## src/rtl/connect4_turn_controller_if.sv

```systemverilog
// Connect-4 turn controller bundle: drop requests in, board state and status out.
// Carries only wires; the controller registers every output it drives.
// The master drives requests; the slave (the controller) drives status.
interface connect4_turn_controller_if;
  logic        new_game;
  logic        drop_req;
  logic [3:0]  column_sel;
  logic [15:0] gameboard_out;
  logic [15:0] player_cells;
  logic        current_player;
  logic        busy;
  logic        drop_ack;
  logic        drop_reject;
  logic        game_over;
  logic [1:0]  winner;

  modport master (
    output new_game, drop_req, column_sel,
    input  gameboard_out, player_cells, current_player, busy,
    input  drop_ack, drop_reject, game_over, winner
  );

  modport slave (
    input  new_game, drop_req, column_sel,
    output gameboard_out, player_cells, current_player, busy,
    output drop_ack, drop_reject, game_over, winner
  );
endinterface

```

## src/rtl/connect4_turn_controller.sv

```systemverilog
// 4x4 Connect-4 turn controller: validates a column drop, places the token, scores the board.
// Latency: drop_ack 4 edges after drop_req; drop_reject 2 edges after drop_req.
// Backpressure: drop_req is ignored while busy; new_game overrides everything.
module connect4_turn_controller #(
  parameter logic FIRST_PLAYER = 1'b0
) (
  input logic clk,
  input logic rst,
  connect4_turn_controller_if.slave bus
);

  typedef enum logic [2:0] {IDLE, CHECK, PLACE, EVAL, OVER} state_t;

  // Lines that win: 4 rows, 4 columns, main diagonal, anti-diagonal.
  localparam logic [15:0] LINE_MASK [10] = '{
    16'h000F, 16'h00F0, 16'h0F00, 16'hF000,
    16'h1111, 16'h2222, 16'h4444, 16'h8888,
    16'h8421, 16'h1248
  };

  state_t      state_q, state_d;
  logic [3:0]  col_q, col_d;
  logic [15:0] board_q, board_d;
  logic [15:0] cells_q, cells_d;
  logic [2:0]  height_q [4];
  logic [2:0]  height_d [4];
  logic        player_q, player_d;
  logic [1:0]  winner_q, winner_d;
  logic        over_q, over_d;
  logic        ack_q, ack_d;
  logic        rej_q, rej_d;
  logic        busy;

  logic        col_onehot;
  logic [1:0]  col_idx;
  logic [2:0]  tgt_h;
  logic [3:0]  place_bit;
  logic        drop_bad;
  logic [15:0] owner;
  logic        win_found;
  logic        board_full;

  // Decode the latched column select and look up the target column height.
  always_comb begin
    col_onehot = (col_q != 4'd0) && ((col_q & (col_q - 4'd1)) == 4'd0);
    case (col_q)
      4'b0010: col_idx = 2'd1;
      4'b0100: col_idx = 2'd2;
      4'b1000: col_idx = 2'd3;
      default: col_idx = 2'd0;
    endcase
    tgt_h     = height_q[col_idx];
    place_bit = {tgt_h[1:0], col_idx};
    drop_bad  = !col_onehot || (tgt_h >= 3'd4);
  end

  // Score the board for the player who just moved.
  always_comb begin
    owner      = player_q ? (board_q & cells_q) : (board_q & ~cells_q);
    board_full = &board_q;
    win_found  = 1'b0;
    for (int i = 0; i < 10; i++) begin
      if ((owner & LINE_MASK[i]) == LINE_MASK[i]) win_found = 1'b1;
    end
  end

  // State register.
  always_ff @(posedge clk or posedge rst) begin
    if (rst) state_q <= IDLE;
    else     state_q <= state_d;
  end

  // Next-state logic; new_game wins over any state.
  always_comb begin
    state_d = state_q;
    if (bus.new_game) begin
      state_d = IDLE;
    end else begin
      case (state_q)
        IDLE:    if (bus.drop_req) state_d = CHECK;
        CHECK:   state_d = drop_bad ? IDLE : PLACE;
        PLACE:   state_d = EVAL;
        EVAL:    state_d = (win_found || board_full) ? OVER : IDLE;
        OVER:    state_d = OVER;
        default: state_d = IDLE;
      endcase
    end
  end

  // FSM-decoded output.
  always_comb begin
    busy = (state_q != IDLE);
  end

  // Board and status next-state: placement at PLACE, scoring at EVAL.
  always_comb begin
    col_d    = col_q;
    board_d  = board_q;
    cells_d  = cells_q;
    height_d = height_q;
    player_d = player_q;
    winner_d = winner_q;
    over_d   = over_q;
    ack_d    = 1'b0;
    rej_d    = 1'b0;
    if (bus.new_game) begin
      col_d    = 4'd0;
      board_d  = 16'd0;
      cells_d  = 16'd0;
      for (int i = 0; i < 4; i++) height_d[i] = 3'd0;
      player_d = FIRST_PLAYER;
      winner_d = 2'b00;
      over_d   = 1'b0;
    end else begin
      case (state_q)
        IDLE: if (bus.drop_req) col_d = bus.column_sel;
        CHECK: rej_d = drop_bad;
        PLACE: begin
          if (tgt_h < 3'd4) begin
            board_d[place_bit]  = 1'b1;
            cells_d[place_bit]  = player_q;
            height_d[col_idx]   = tgt_h + 3'd1;
          end
        end
        EVAL: begin
          ack_d = 1'b1;
          if (win_found) begin
            over_d   = 1'b1;
            winner_d = player_q ? 2'b10 : 2'b01;
          end else if (board_full) begin
            over_d   = 1'b1;
            winner_d = 2'b11;
          end else begin
            player_d = ~player_q;
          end
        end
        default: ;
      endcase
    end
  end

  // Board and status registers; reset clears everything immediately.
  always_ff @(posedge clk or posedge rst) begin
    if (rst) begin
      col_q    <= 4'd0;
      board_q  <= 16'd0;
      cells_q  <= 16'd0;
      for (int i = 0; i < 4; i++) height_q[i] <= 3'd0;
      player_q <= FIRST_PLAYER;
      winner_q <= 2'b00;
      over_q   <= 1'b0;
      ack_q    <= 1'b0;
      rej_q    <= 1'b0;
    end else begin
      col_q    <= col_d;
      board_q  <= board_d;
      cells_q  <= cells_d;
      for (int i = 0; i < 4; i++) height_q[i] <= height_d[i];
      player_q <= player_d;
      winner_q <= winner_d;
      over_q   <= over_d;
      ack_q    <= ack_d;
      rej_q    <= rej_d;
    end
  end

  assign bus.gameboard_out  = board_q;
  assign bus.player_cells   = cells_q;
  assign bus.current_player = player_q;
  assign bus.busy           = busy;
  assign bus.drop_ack       = ack_q;
  assign bus.drop_reject    = rej_q;
  assign bus.game_over      = over_q;
  assign bus.winner         = winner_q;

endmodule

```

## src/flat_wrapper.sv

```systemverilog
// flat-port wrapper written by rule: the top's interface ports become plain ports
module connect4_turn_controller_flat 
#(
  parameter logic FIRST_PLAYER = 1'b0
)
  (clk, rst, bus_new_game, bus_drop_req, bus_column_sel, bus_gameboard_out, bus_player_cells, bus_current_player, bus_busy, bus_drop_ack, bus_drop_reject, bus_game_over, bus_winner);
  connect4_turn_controller_if bus_i ();
  input logic clk;
  input logic rst;
  input wire logic [$bits(bus_i.new_game)-1:0] bus_new_game;
  input wire logic [$bits(bus_i.drop_req)-1:0] bus_drop_req;
  input wire logic [$bits(bus_i.column_sel)-1:0] bus_column_sel;
  output wire logic [$bits(bus_i.gameboard_out)-1:0] bus_gameboard_out;
  output wire logic [$bits(bus_i.player_cells)-1:0] bus_player_cells;
  output wire logic [$bits(bus_i.current_player)-1:0] bus_current_player;
  output wire logic [$bits(bus_i.busy)-1:0] bus_busy;
  output wire logic [$bits(bus_i.drop_ack)-1:0] bus_drop_ack;
  output wire logic [$bits(bus_i.drop_reject)-1:0] bus_drop_reject;
  output wire logic [$bits(bus_i.game_over)-1:0] bus_game_over;
  output wire logic [$bits(bus_i.winner)-1:0] bus_winner;
  assign bus_i.new_game = bus_new_game;
  assign bus_i.drop_req = bus_drop_req;
  assign bus_i.column_sel = bus_column_sel;
  assign bus_gameboard_out = bus_i.gameboard_out;
  assign bus_player_cells = bus_i.player_cells;
  assign bus_current_player = bus_i.current_player;
  assign bus_busy = bus_i.busy;
  assign bus_drop_ack = bus_i.drop_ack;
  assign bus_drop_reject = bus_i.drop_reject;
  assign bus_game_over = bus_i.game_over;
  assign bus_winner = bus_i.winner;
  connect4_turn_controller #(.FIRST_PLAYER(FIRST_PLAYER)) u_core (.clk(clk), .rst(rst), .bus(bus_i));
endmodule
```

## config.mk

```make
export PLATFORM = sky130hd
export DESIGN_NAME = connect4_turn_controller_flat
export DESIGN_NICKNAME = d
export VERILOG_FILES = /design/src/rtl/connect4_turn_controller_if.sv /design/src/rtl/connect4_turn_controller.sv /design/src/flat_wrapper.sv
export SDC_FILE = /design/constraint.sdc
export NUM_CORES = 1
export LEC_CHECK = 0
export CORE_MARGIN = 3
export CORE_UTILIZATION = 45
export CTS_CLUSTER_DIAMETER = 150
export DETAILED_ROUTE_END_ITERATION = 16
export PLACE_DENSITY = 0.71
export SYNTH_ARGS = -nofsm -noshare
export SYNTH_HDL_FRONTEND = slang
export SYNTH_SLANG_ARGS = --single-unit
```

## constraint.sdc

```tcl
create_clock -name clk -period 2.6 [get_ports clk]
set_clock_uncertainty 0.2 [all_clocks]
set_input_delay 0.26 -clock clk [delete_from_list [all_inputs] [get_ports clk]]
set_output_delay 0.26 -clock clk [all_outputs]
set_load 0.005 [all_outputs]
```

==> implementation parameters <==
Parameter                              Value

Power and ir drop
  Cell area power density    519 nW/um^2
  Cell leakage power    1.82 nW
  Reported net switching power    0.526 mW
  Total Power    2.12 mW
  Sequential group share of total power    42.8%
  Peak supply drop    0.000429 V
  Combinational Power Share    12.0%
  Clock share of power    45.2%
  Sw Ratio    24.8%
  Cell internal pwr    1.59 mW

STA
  Worst Tran Pin Value    0.529 ns
  Fmax    389 MHz
  Total count of max-transition violations in the final report    0
  RSZ-0062 raised after global routing    true
  Clock period minus worst slack    2.57 ns
  Number of endpoints with negative hold slack in the final report    0
  Crit share post-route    98.9%
  Final setup violation count    0
  Worst slew margin relative to its limit    64.7%
  Final setup TNS    0 ns
  Setup WS post-layout    0.0289 ns
  Worst hold slack    0.0832 ns

Yosys
  Post-synthesis share of cell area spent on and, or, nand and nor gates    22.3%
  Syn nets    331
  Synthesized area per cell    9.63 um^2
  Fraction of registers with async set/reset    100%
  Yosys cell types    53
  Mux share of post-synthesis cell area    6.19%
  Share of synthesized area occupied by flip-flops and latches    46.5%
  Area of the mapped netlist    3070 um^2
  Combinational family with the most area after synthesis    simple AND/OR/NAND/NOR gates
  Complex-gate fraction of the synthesized area    15.9%
  Adder and majority cell fraction of the synthesized area    1.63%
  Synth Warn #    0
  Synthesized flop and latch total    57
  Synth Flop Type    dfrtp_1
  Synth Instances    319
  Number of flops mapped to enable cells by yosys    0
  Xor-xnor portion of the synthesized cell area    1.43%

Layout
  Area growth from synthesis to layout    33.1%
  Share of layout cells above drive strength 1    22.1%
  Final core occ    62.9%
  Number of diodes    0
  Final cell count without fillers    476
  Post-route design area    4090 um^2
  Number of fillers in the final layout    543
  Most common cell after layout, fill and taps aside    dfrtp_1
  Most used cells in the layout excluding fill and tap cells    dfrtp_1, clkdlybuf4s50_1, nor2_1
  Net count, final    406

Route
  Antenna viol nets, final    0
  Final routed wirelength across all metal layers    8480 um
  Number of vias per cell after detailed routing    5.86
  Via count    2788
  Routed length per placed instance    17.8 um
  Drt drc    0
  Number of design-rule violations left by the first detailed-router iteration    269
  First-pass DRT Iterations    5

Setup path
  CP endpoint kind    register
  Capturing point of the worst reg2reg path    u_core.bus.player_cells[15]
  Maximum fanout count along the critical path    7
  Worst setup path class    reg -> reg
  Worst stage delay on the critical path    0.40 ns
  Critical path's most frequent cell    mux2i_1
  Launch point of the worst reg-to-reg path    u_core.col_q[1]
  Critical-path cell list    xnor2_1 > or3_1 > mux2i_1 > a221o_1 > inv_2 > ha_2 > and3_4 > mux2i_1 > nor2_1
  Required time at the worst-slack endpoint    2.63 ns
  Worst Reg-to-Reg Cells    9
  Cell at the slowest stage of the critical path    dfrtp_1
  Setup crit start kind    register
  Flop2flop setup slack    0.03 ns
  Arrival time at the worst endpoint    2.60 ns

Global routing
  First-pass GRT wire length    13600 um
  Pin count of the biggest net entering global routing    36
  Initial antenna violation count    0
  Vias in the first global route    2668
  Total gr overflow    0
  GRT Util Overall    22.9%

Placed design
  Number of buffers inserted by port buffering    46
  Detailed placer's ending HPWL    5960 um
  Pre-CTS setup slack    -0.0145 ns
  Placement-stage cell area    3740 um^2
  DP Cell Count    452
  RD Place Congestion    0.911

Floorplanning
  Number of placed I/O pins    47
  Height of the chip    88.6 um
  Die span in x    88.6 um
  Initial Utilization    47.3%
  Die area    7850 um^2
  Row count    29
  Core region area    6490 um^2

Clock network
  Master cell of the clock root buffer    clkbuf_8
  Count of clock tree sinks    57
  CTS tree    yes
  CTS buffer count    9
  Maximum count of clock buffers along a single path    2
  Hold bufs inserted after CTS    0
  Htree depth    3
  Clk Latency, worst-skew pair    0.35 ns
  Clock slew at the register clock pins of the worst setup and hold paths    0.07 ns

Job
  Count of maximum capacitance violations    0

Run status
  Run status    completed

Worst hold path
  Worst min path class    in -> async
## synth_stat cells (all sizes together), types with 4 or more instances
library cell	instances	area, um^2
buf	7	50.1
nor4	4	25.0
a21oi	33	165
inv	21	78.8
or4	10	81.3
nand4	10	62.6
clkbuf	9	47.6
xnor2	4	35.0
nand2	16	60.1
mux2i	19	190
a211oi	9	67.6
or3	4	30.0
dfrtp	57	1430
ha	4	50.1
nand3	26	130
nor2	42	158
## worst max-delay path: cells and delay by family, from the launching register on
kind | cells | cell delay [ns]
xor+xnor | 1 | 0.12
simple gates | 3 | 0.65
mux | 2 | 0.33
flops | 1 | 0.40
compound gates | 1 | 0.38
fa+ha+maj | 1 | 0.27
buf+inv | 1 | 0.09
## sequential cells by signal (all words and copies together), names as in the netlist
signal,flops
u_core.bus.drop_reject,1
u_core.col_q,4
u_core.bus.current_player,1
u_core.bus.drop_ack,1
u_core.bus.gameboard_out,16
u_core.height_q,12
u_core.state_q,3
u_core.bus.game_over,1
u_core.bus.player_cells,16
u_core.bus.winner,2
## kinds of logic after synthesis
logic type / after synthesis
AO/OA/AOI/OAI: 65
XOR/XNOR: 5
adder cells (fa/ha/maj): 4
buffers and inverters: 38
flip-flops: 57
multiplexers: 19
AND/OR/NAND/NOR: 131
## timing repair
item                                    CTS  global route
endpoints found under the setup margin    6            25
hold endpoints to repair                  0             0
gates cloned                              0             0
pin swaps                                 1             5
resized for setup                         1            16
buffers inserted                          2             6
## power groups by stage
stage	logic [mW]	clock network (mW)	registers [mW]
after global routing	0.275	1.03	0.908
after CTS	0.236	0.976	0.908
after global placement	0.231	0	0.924
final	0.254	0.958	0.908
after detailed placement	0.234	0	0.924
after floorplan	0.156	0	0.921
## final cells by class
class,count,area (um^2),area share (%)
multi-input combinational,224,1520,37.2
sequential,57,1430,35.0
timing repair buffer,81,734,18.0
clock buffer,11,151,3.70
tap,77,96.3,2.36
inverter,21,78.8,1.93
clock inverter,5,77.6,1.90
## how the worst max path moves through the flow
stage | from | end | depth (start not counted)
2_1_floorplan | u_core.col_q[3] | u_core.bus.player_cells[15] | 11
3_3_place_gp | u_core.col_q[1] | u_core.bus.player_cells[15] | 9
3_5_place_dp | u_core.col_q[1] | u_core.bus.player_cells[15] | 9
4_1_cts | u_core.col_q[2] | u_core.bus.player_cells[0] | 9
5_1_grt | u_core.col_q[1] | u_core.bus.player_cells[5] | 10
6_report | u_core.col_q[1] | u_core.bus.player_cells[15] | 9
## per-layer routing
metal,part of all wire [%],up-vias,track usage (%)
met5,0,-,0
met4,2.1,0,7.55
met3,5.3,18,6.89
met2,47,87,33.9
met1,45,1385,32.1
li1,-,1298,-
Note: power is estimated with default switching activity, not from simulation.
